## config.mk

```make
export PLATFORM = sky130hd
export DESIGN_NAME = ecg_haar_dwt2
export DESIGN_NICKNAME = d
export VERILOG_FILES = /design/src/rtl/ecg_haar_dwt2.sv
export SDC_FILE = /design/constraint.sdc
export NUM_CORES = 1
export LEC_CHECK = 0
export CAP_MARGIN = 30
export CORE_MARGIN = 1.5
export CORE_UTILIZATION = 35
export CTS_BUF_LIST = sky130_fd_sc_hd__clkbuf_4 sky130_fd_sc_hd__clkbuf_8
export DETAILED_ROUTE_END_ITERATION = 8
export MAX_ROUTING_LAYER = met4
export PLACE_DENSITY_LB_ADDON = 0.15
export SLEW_MARGIN = 30
export SYNTH_ARGS = -nofsm -noshare
export SYNTH_HDL_FRONTEND = slang
export SYNTH_SLANG_ARGS = --single-unit
```

## constraint.sdc

```tcl
create_clock -name clk -period 3.9 [get_ports clk]
set_input_delay 0.585 -clock clk [delete_from_list [all_inputs] [get_ports clk]]
set_output_delay 0.585 -clock clk [all_outputs]
set_load 0.02 [all_outputs]
```

## src/rtl/ecg_haar_dwt2.sv

```systemverilog
// Two-level Haar DWT on the ECG sample stream. Each level pairs consecutive
// valid inputs into a floor-mean approximation and an (even - odd) detail.
module ecg_haar_stage #(
  parameter int W = 32
) (
  input  logic         clk,
  input  logic         rst,
  input  logic         in_valid,
  input  logic [W-1:0] x,
  output logic         out_valid,
  output logic [W-1:0] a,
  output logic [W:0]   d
);
  logic         p;
  logic [W-1:0] x_even;
  logic [W:0]   sum, dif;

  // One extra bit of headroom: the mean always fits back into W bits.
  assign sum = {x_even[W-1], x_even} + {x[W-1], x};
  assign dif = {x_even[W-1], x_even} - {x[W-1], x};

  always_ff @(posedge clk) begin
    if (rst) begin
      p         <= 1'b0;
      x_even    <= '0;
      out_valid <= 1'b0;
      a         <= '0;
      d         <= '0;
    end else begin
      out_valid <= 1'b0;
      if (in_valid) begin
        p <= ~p;
        if (!p) begin
          x_even <= x;
        end else begin
          a         <= sum[W:1];
          d         <= dif;
          out_valid <= 1'b1;
        end
      end
    end
  end
endmodule

module ecg_haar_dwt2 #(
  parameter int DW = 32
) (
  input  logic          clk,
  input  logic          rst,
  input  logic          in_valid,
  input  logic [DW-1:0] in_ecg,
  output logic          a1_valid,
  output logic [DW-1:0] a1,
  output logic [DW:0]   d1,
  output logic          a2_valid,
  output logic [DW-1:0] a2,
  output logic [DW:0]   d2
);
  localparam int LEVELS = 2;

  // Level g consumes lvl_a[g] and produces lvl_a[g+1]; index 0 is the raw stream.
  logic [LEVELS:0]           lvl_vld;
  logic [LEVELS:0][DW-1:0]   lvl_a;
  logic [LEVELS-1:0][DW:0]   lvl_d;

  assign lvl_vld[0] = in_valid;
  assign lvl_a[0]   = in_ecg;

  for (genvar g = 0; g < LEVELS; g++) begin : g_lvl
    ecg_haar_stage #(.W(DW)) u_stage (
      .clk      (clk),
      .rst      (rst),
      .in_valid (lvl_vld[g]),
      .x        (lvl_a[g]),
      .out_valid(lvl_vld[g+1]),
      .a        (lvl_a[g+1]),
      .d        (lvl_d[g])
    );
  end

  assign a1_valid = lvl_vld[1];
  assign a1       = lvl_a[1];
  assign d1       = lvl_d[0];
  assign a2_valid = lvl_vld[2];
  assign a2       = lvl_a[2];
  assign d2       = lvl_d[1];
endmodule

```

## Word-level counts from Yosys, hierarchy flattened

Index checks and enable logic that the tools add are counted.

| word-level totals | value |
|---|---|
| flip-flop bits (word level) | 198 |
| bits in writable memories | 0 |
| input port bits | 35 |
| logic and storage cells | 26 |
| output and inout bits | 132 |
| latch bits | 0 |
| ROM bits | 0 |
| memories kept | 0 |

| operators by class | value |
|---|---|
| multipliers | 0 |
| muxes and demuxes | 2 |
| div/mod/pow operators | 0 |
| reduce and logical (&&, ||, !) cells | 6 |
| add/subtract/negate cells | 4 |
| equal/unequal tests | 0 |
| magnitude comparators | 0 |
| bitwise logic cells | 4 |
| shifts and indexed selects | 0 |

Operator list:

| kind | count |
|---|---|
| adder 32 x 32 -> 33 bit | 2 |
| subtractor 32 x 32 -> 33 bit | 2 |
| AND reduction 2 bit | 4 |
| inverter 1 bit | 4 |
| OR reduction 2 bit | 2 |
| 2-to-1 mux 1 bit | 2 |

## Logic depth before layout (Yosys ltp)

| depth | value |
|---|---|
| depth after elaboration | 2 |
| gate-level depth with buffers | 12 |
| depth with buffers taken out | 12 |

## Hierarchy

Synthesis repeated with hierarchy kept, for this count alone.

| unflattened totals | value |
|---|---|
| cells, all modules | 1783 |
| area total of the unflattened synthesis | 13475.4 µm² |

By module, submodules not included:

| module | sequential area each (µm²) | times used | area an instance (µm²) | cells an instance |
|---|---|---|---|---|
| ecg_haar_stage at g_lvl[1].u_stage | 1981.9 | 1 | 6874.1 | 909 |
| ecg_haar_stage at g_lvl[0].u_stage | 1981.9 | 1 | 6601.3 | 874 |

## Least setup slack after synthesis

OpenSTA, ideal clock, no wires.

| timing path | value |
|---|---|
| path type | input to register |
| start point | in in_ecg[0] |
| end point | reg g_lvl[0].u_stage.a[25] |
| setup slack | 0.753 ns |
| arrival time | 3.027 ns |
| path buffers | 0 |
| required time | 3.780 ns |
| setup time | 0.120 ns |
| cell stages on the path | 11 |
| path through | ha_1 > fa_1 > nor2b_2 > o21bai_4 > a21oi_2 > or4b_4 > a211oi_4 > a21oi_2 > o21ai_1 > a211oi_1 > a211o_1 |

| on the way | value |
|---|---|
| longest elaborated chain between the ends | 1 |

RTL lines:

| item | RTL line | RTL |
|---|---|---|
| start: declaration | 51 | `input logic [DW-1:0] in_ecg,` |
| adder 32 x 32 -> 33 bit | 19 | `assign sum = {x_even[W-1], x_even} + {x[W-1], x};` |
| end signal: assignment | 36 | `a <= sum[W:1];` |
| end: declaration | 11 | `output logic [W-1:0] a,` |

No other way between the ends.
A chain may end at the register's enable or synchronous reset.

## Worst setup path in the final report

| timing path | value |
|---|---|
| start point | reg g_lvl[0].u_stage.a[2] |
| end point | reg g_lvl[1].u_stage.a[30] |

| on the way | value |
|---|---|
| longest elaborated chain between the ends | 1 |

RTL lines:

| item | RTL line |
|---|---|
| adder 32 x 32 -> 33 bit | 19 |
| end signal: assignment | 36 |
| end: declaration | 11 |

No other way between the ends.

==> impl_metrics.env <==
export IMPL_drtIter0Drc=736
export IMPL_critical_path_class="reg -> reg"
export IMPL_yosys_warnings=0
export IMPL_power_frac_clock_pct=28.6
export IMPL_dr_pass1_iters=5
export IMPL_synth_edf_count=0
export IMPL_seq_power_share_pct=44.3
export IMPL_vias=11924
export IMPL_drv_cap=0
export IMPL_synthXorXnorAreaFrac_pct=6.90
export IMPL_worst_pin_slew_ns=0.916
export IMPL_syn_inst=1702
export IMPL_muxShareOfSynthArea_pct=0.153
export IMPL_placement_rows=70
export IMPL_pwr_share_comb_pct=27.1
export IMPL_async_flop_share_pct=0
export IMPL_p_sw_mw=1.63
export IMPL_swShare_pct=33.8
export IMPL_n_antenna_cell=0
export IMPL_max_clock_freq_mhz=284
export IMPL_drive_above_1_share_pct=6.51
export IMPL_die_area_um2=38500
export IMPL_cp_required_ns=4.30
export IMPL_grt_overflow=0
export IMPL_cts_setup_buffers=0
export IMPL_r2r_cells=10
export IMPL_slew_headroom_pct=38.8
export IMPL_fin_worst_skew_ns=0.0135
export IMPL_ys_types=85
export IMPL_initial_utilization_pct=35.6
export IMPL_max_clock_path_buffers=2
export IMPL_power_leakage_nw=6.39
export IMPL_globalplace_congestion=0.908
export IMPL_min_from="g_lvl[1].u_stage.d[23]$_SDFFE_PP0P_"
export IMPL_clkLatencyLatePin_ns=0.51
export IMPL_fin_cells=2311
export IMPL_dp_hpwl_um=30400
export IMPL_syn_area_um2=13100
export IMPL_hold_class="reg -> reg"
export IMPL_die_w_um=196
export IMPL_drv_slew=0
export IMPL_synth_seq_area_share_pct=30.3
export IMPL_hold_depth=2
export IMPL_totalWireLength_um=39300
export IMPL_fin_crit_sh_pct=90.2
export IMPL_mappedNetlistNets=1869
export IMPL_layout_nets=1998
export IMPL_place_area_um2=15300
export IMPL_reg2reg_from="g_lvl[0].u_stage.a[2]$_SDFFE_PP0P_"
export IMPL_power_internal_mw=3.19
export IMPL_fin_ws_ns=0.380
export IMPL_cts_buffers=17
export IMPL_setup_viol=0
export IMPL_grt_pass1_vias=11536
export IMPL_grt_use_total_pct=21.5
export IMPL_core_area_um2=36700
export IMPL_min_to="g_lvl[1].u_stage.d[23]$_SDFFE_PP0P_"
export IMPL_ys_seq_elements=198
export IMPL_clockRootBuffer="clkbuf_8"
export IMPL_crit_fanout=8
export IMPL_power_density_nw_per_um2=308
export IMPL_synth_compound_area_share_pct=25.5
export IMPL_cts_clk_slew_worst_paths_ns=0.10
export IMPL_setup_tns_ns=0
export IMPL_endpoint_kind="register"
export IMPL_die_h_um=196
export IMPL_worst_setup_path_start_kind="register"
export IMPL_grt_max_degree=66
export IMPL_r2r_end="g_lvl[1].u_stage.a[30]$_SDFFE_PP0P_"
export IMPL_htreeDepth=4
export IMPL_irDropWorstVdd_mv=0.242
export IMPL_hold_viol=0
export IMPL_antenna_found_initial=0
export IMPL_area_delta_synth_final_pct=19.7
export IMPL_n_fill_cell=3817
export IMPL_cts_hold_buf=0
export IMPL_grt_pass1_wl_um=63900
export IMPL_cts_tree="built"
export IMPL_status="finished, final reports clean"
export IMPL_synth_simple_area_share_pct=17.7
export IMPL_r2r_slack_ns=0.38
export IMPL_synth_top_family_by_area="compound AO/OA/AOI/OAI gates"
export IMPL_detail_route_antenna_nets=0
export IMPL_synth_area_per_cell_um2=7.68
export IMPL_vias_per_cell=5.16
export IMPL_cp_arrival_ns=3.92
export IMPL_drc=0
export IMPL_grt_setup_unrepaired="false"
export IMPL_cts_sinks=198
export IMPL_routedWlPerCell_um=17.0
export IMPL_min_period_ns=3.52
export IMPL_preCtsSetupSlack_ns=0.00868
export IMPL_synth_adder_area_share_pct=12.9
export IMPL_io_pins=167
export IMPL_port_buffers=166
export IMPL_post_cts_resized=0
export IMPL_synth_ff_type="dfxtp_1"
export IMPL_dp_cells=2280
export IMPL_final_core_util_pct=42.7
export IMPL_design_area_um2=15700
[synthesized netlist by cell type, drive strengths merged (7+ instances only)]
| cell type | n | area share [%] |
|---|---|---|
| nand2 | 291 | 8.4 |
| o21bai | 25 | 1.5 |
| nand2b | 22 | 1.1 |
| or2 | 7 | 0.33 |
| nor4 | 8 | 0.38 |
| ha | 128 | 12 |
| xor2 | 16 | 1.1 |
| nand3 | 21 | 0.80 |
| buf | 25 | 1.0 |
| o21ai | 145 | 5.5 |
| o31ai | 25 | 1.7 |
| and3 | 7 | 0.33 |
| nor2 | 93 | 2.7 |
| a31oi | 10 | 0.57 |
| nor3 | 29 | 1.1 |
| o21a | 7 | 0.40 |
| clkbuf | 74 | 2.1 |
| inv | 116 | 3.3 |
| nor2b | 23 | 1.2 |
| xnor2 | 87 | 5.8 |
| a21oi | 190 | 7.4 |
| a211oi | 8 | 0.59 |
| a2111oi | 9 | 0.86 |
| o211ai | 9 | 0.55 |
| dfxtp | 198 | 30 |
| a21o | 25 | 1.4 |
| a221o | 7 | 0.54 |
[worst max-delay path by stage]
stage	slack [ns]	cells after the start	start	end
after floorplan	0.75	11	in_ecg[0]	g_lvl[0].u_stage.a[25]$_SDFFE_PP0P_
after global placement	0.03	13	in_ecg[0]	g_lvl[0].u_stage.d[32]$_SDFFE_PP0P_
after detailed placement	0.009	13	in_ecg[0]	g_lvl[0].u_stage.d[32]$_SDFFE_PP0P_
after CTS	0.43	10	g_lvl[0].u_stage.a[2]$_SDFFE_PP0P_	g_lvl[1].u_stage.a[30]$_SDFFE_PP0P_
after global routing	0.22	10	g_lvl[0].u_stage.a[2]$_SDFFE_PP0P_	g_lvl[1].u_stage.a[30]$_SDFFE_PP0P_
final	0.38	10	g_lvl[0].u_stage.a[2]$_SDFFE_PP0P_	g_lvl[1].u_stage.a[30]$_SDFFE_PP0P_
[power groups by stage]
stage | combinational [mW] | sequential, mW | clock (mW)
floorplan | 0.832 | 2.21 | 0
global placement | 1.30 | 2.19 | 0
detailed placement | 1.30 | 2.19 | 0
CTS | 1.31 | 2.14 | 1.44
global route | 1.44 | 2.15 | 1.52
finish | 1.31 | 2.14 | 1.38
[state kept, by name, summed over array words and instances (netlist names)]
register and count:
g_lvl.u_stage.d 66, g_lvl.u_stage.a 64, g_lvl.u_stage.x_even 64, g_lvl.u_stage.out_valid 2, g_lvl.u_stage.p 2
[cell usage in the layout (no fill, tap or decap), types with 8 or more instances in the layout]
| cell type | synthesis | routed |
|---|---|---|
| nand2b_1 | 22 | 21 |
| nor2b_1 | 21 | 19 |
| dfxtp_1 | 198 | 198 |
| inv_1 | 113 | 113 |
| o21ai_0 | 128 | 128 |
| a31oi_1 | 8 | 8 |
| xor2_1 | 16 | 16 |
| nand2_1 | 291 | 291 |
| o21bai_1 | 24 | 24 |
| a21o_1 | 25 | 25 |
| nor2_1 | 93 | 93 |
| nor4_1 | 8 | 8 |
| clkdlybuf4s50_1 | 0 | 165 |
| o211ai_1 | 8 | 8 |
| ha_1 | 128 | 128 |
| nor3_1 | 28 | 28 |
| buf_4 | 4 | 43 |
| o21ai_1 | 17 | 17 |
| clkbuf_8 | 0 | 18 |
| a21oi_1 | 186 | 184 |
| o31ai_1 | 21 | 21 |
| xnor2_1 | 87 | 87 |
| nand3_1 | 21 | 21 |
[cell type report]
cell class	count	area, um^2	share of cell area [%]
clock buffer	19	255	1.63
sequential	198	3960	25.3
timing repair buffer	209	1980	12.6
inverter	119	447	2.85
tap	468	586	3.74
clock inverter	12	130	0.831
multi-input combinational	1286	8300	53.0
[stage by stage]
stage                     hold WS, ns  power [mW]
final                           0.452        4.83
after floorplan                 0.453        3.04
after global placement          0.434        3.48
after detailed placement        0.441        3.49
after global routing            0.471        5.10
after CTS                       0.456        4.89
[kinds of logic after synthesis]
family	count (synthesis)
buf+inv	218
xor+xnor	103
compound gates	522
simple gates	527
mux	2
flops	198
fa+ha+maj	132
[critical path, cell delays in order (launching register included)]
cell      delay (ns)
dfxtp_1         0.42
inv_1           0.06
ha_1            0.41
nand2b_1        0.11
o311ai_1        0.13
a211oi_1        0.46
a21oi_1         0.26
o31ai_2         0.41
nor4b_1         0.61
o22ai_1         0.23
a221o_1         0.31
[metal layers]
layer | vias to the layer above | routed length, um | track usage, %
met5 | - | 0 | -
met4 | 0 | 468 | 5.01
met3 | 30 | 1310 | 2.32
met2 | 263 | 16800 | 31.8
met1 | 5552 | 20700 | 31.0
li1 | 6079 | - | -
Power figures use the tool's default switching activity.
==> RTL change: new RTL, same flow settings <==
The parameter `DW` goes from 32 to 64.
--- a/src/rtl/ecg_haar_dwt2.sv
+++ b/src/rtl/ecg_haar_dwt2.sv
@@ -43,7 +43,7 @@
 endmodule
 
 module ecg_haar_dwt2 #(
-  parameter int DW = 32
+  parameter int DW = 64
 ) (
   input  logic          clk,
   input  logic          rst,
Interface: changed (5 resized); port bits go from 167 to 327. The function was not compared with the original's and may differ.
==> RTL change against the original RTL <==
Area after synthesis increased by 110%. Sequential cell count increased by 192. Routed wire length grew to 2.8 times the old value. Non-clock buffer count rose by 577. Clock skew is 30 ps higher. Setup slack worse by 120 ps. Power up 150%. Cell area is 140% higher.
==> RTL change: results (changes against the original RTL) <==
stage,metric,value,unit,change
sta,fin_worst_skew,43.0,ps,+29.5 ps
sta,tightest_slew,935,ps,+19.2 ps
setup_path,rr_endpoint,g_lvl[1].u_stage.a[50],,
power_and_ir_drop,pg_seq,4.20,mW,+96%
global_routing,grt_first_pass_wirelength,167000,um,+160%
cells_and_area,fin_nets,4812,,+140%
power_and_ir_drop,p_clk,4.26,mW,+210%
yosys,synth_area_leaders,"dfxtp_1 28%, ha_1 11%, nand2_1 8.7%",,
yosys,syn-num-nets,4173,,+120%
cells_and_area,layout-drive-gt1-share,0.138,,+0.0728
yosys,ys_seq_area_frac,0.279,,-0.0246
cts,clkTransAtPathRegs,60,ps,-40 ps
run_status,status,"finished, final reports clean",,
drt,avgRoutedWirePerCell,19.4,um,+14%
cts,cts.htree.levels,3,,-1
setup_path,crit_path_top_delay_cell,o31ai_2,,
yosys,synth_common_cells,"652 x nand2_1, 453 x a21oi_1, 390 x dfxtp_1",,
cts,cts_buffer_depth,3,,+1
setup_path,ff2ff_path_depth,13,,+3
placement,postPlaceCellArea,35300,um^2,+130%
worst_hold_path,hold_class,primary input to register,,
sta,fin_crit_sh,0.933,,+0.0306
placement,placement.io_buffers,326,,+96%
yosys,ys_warn_count,0,,unchanged
global_routing,grt_pass1_vias,28100,,+140%
global_routing,antenna_found_initial,1,,+1
power_and_ir_drop,irDropWorstVdd,235,uV,-2.8%
yosys,synth-xor-area-share,0.0712,,+0.00225
setup_path,r2r_setup_slack,260,ps,-120 ps
cells_and_area,fillers,8267,,+120%
setup_path,cp.arrival,4200,ps,+280 ps
setup_path,critPathLaunch,g_lvl[0].u_stage.a[7],,
cells_and_area,top_regs,"g_lvl.u_stage.d x130, g_lvl.u_stage.a x128, g_lvl.u_stage.x_even x128",,
placement,post-dp-hpwl,86600,um,+190%
cts,clock_latency,700,ps,+190 ps
yosys,ys_types,87,,+2.4%
global_routing,grt_max_degree,133,,+100%
yosys,synthMuxAreaShare,0.00219,,+0.000656
placement,gp_congestion,0.960,,+5.7%
power_and_ir_drop,p_leak,15.8,nW,+150%
yosys,synth_compound_area_frac,0.268,,+0.0129
setup_path,path_max_fanout,7,,-1
yosys,synthAdderAreaFrac,0.117,,-0.0115
power_and_ir_drop,p_sw_frac,0.337,,-0.000516
global_routing,gr-usage-all-layers,0.267,,+0.0522
setup_path,slowest_delay,530,ps,-80 ps
cts,cts_buffers,74,,+57
-- RTL change: metrics by stage --
stage                      util  total power [mW]  hold WS (ps)  cells  TNS [ps]
final                     0.465              12.0           394   5584         0
after global routing      0.465              12.7           377   5584         0
after CTS                 0.465              12.2           327   5583         0
after detailed placement  0.446              7.80           442   5459     -4680
after global placement    0.446              7.81           434   5459     -2560
after floorplan               -              6.21           453   3846         0
-- RTL change: cell type report --
| class | count | area [um^2] | share of cell area |
|---|---|---|---|
| clock inverter | 14 | 165 | 0.00448 |
| timing repair buffer | 786 | 6790 | 0.184 |
| clock buffer | 110 | 1360 | 0.0370 |
| antenna | 1 | 2.50 | 0.0000679 |
| tap | 1050 | 1310 | 0.0357 |
| multi-input combinational | 2964 | 18400 | 0.499 |
| sequential | 390 | 7810 | 0.212 |
| inverter | 269 | 1010 | 0.0275 |
-- RTL change: per-layer routing --
layer,up-vias,routed length [um],GRT usage,share of wire
li1,14600,-,-,-
met5,-,0,-,0
met3,105,6240,0.0301,0.058
met2,894,42900,0.362,0.40
met1,13600,57300,0.410,0.53
met4,0,2020,0.0638,0.019
-- RTL change: how the worst min path moves through the flow --
| stage | depth (start not counted) | slack (ps) | end | from |
|---|---|---|---|---|
| after floorplan | 2 | 450 | g_lvl[0].u_stage.x_even[0] | g_lvl[0].u_stage.x_even[0] |
| after global placement | 2 | 430 | g_lvl[1].u_stage.d[37] | g_lvl[1].u_stage.d[37] |
| after detailed placement | 2 | 440 | g_lvl[0].u_stage.d[35] | g_lvl[0].u_stage.d[35] |
| after CTS | 2 | 330 | g_lvl[0].u_stage.x_even[46] | rst |
| after global routing | 2 | 380 | g_lvl[0].u_stage.x_even[50] | rst |
| final | 2 | 390 | g_lvl[0].u_stage.x_even[46] | rst |
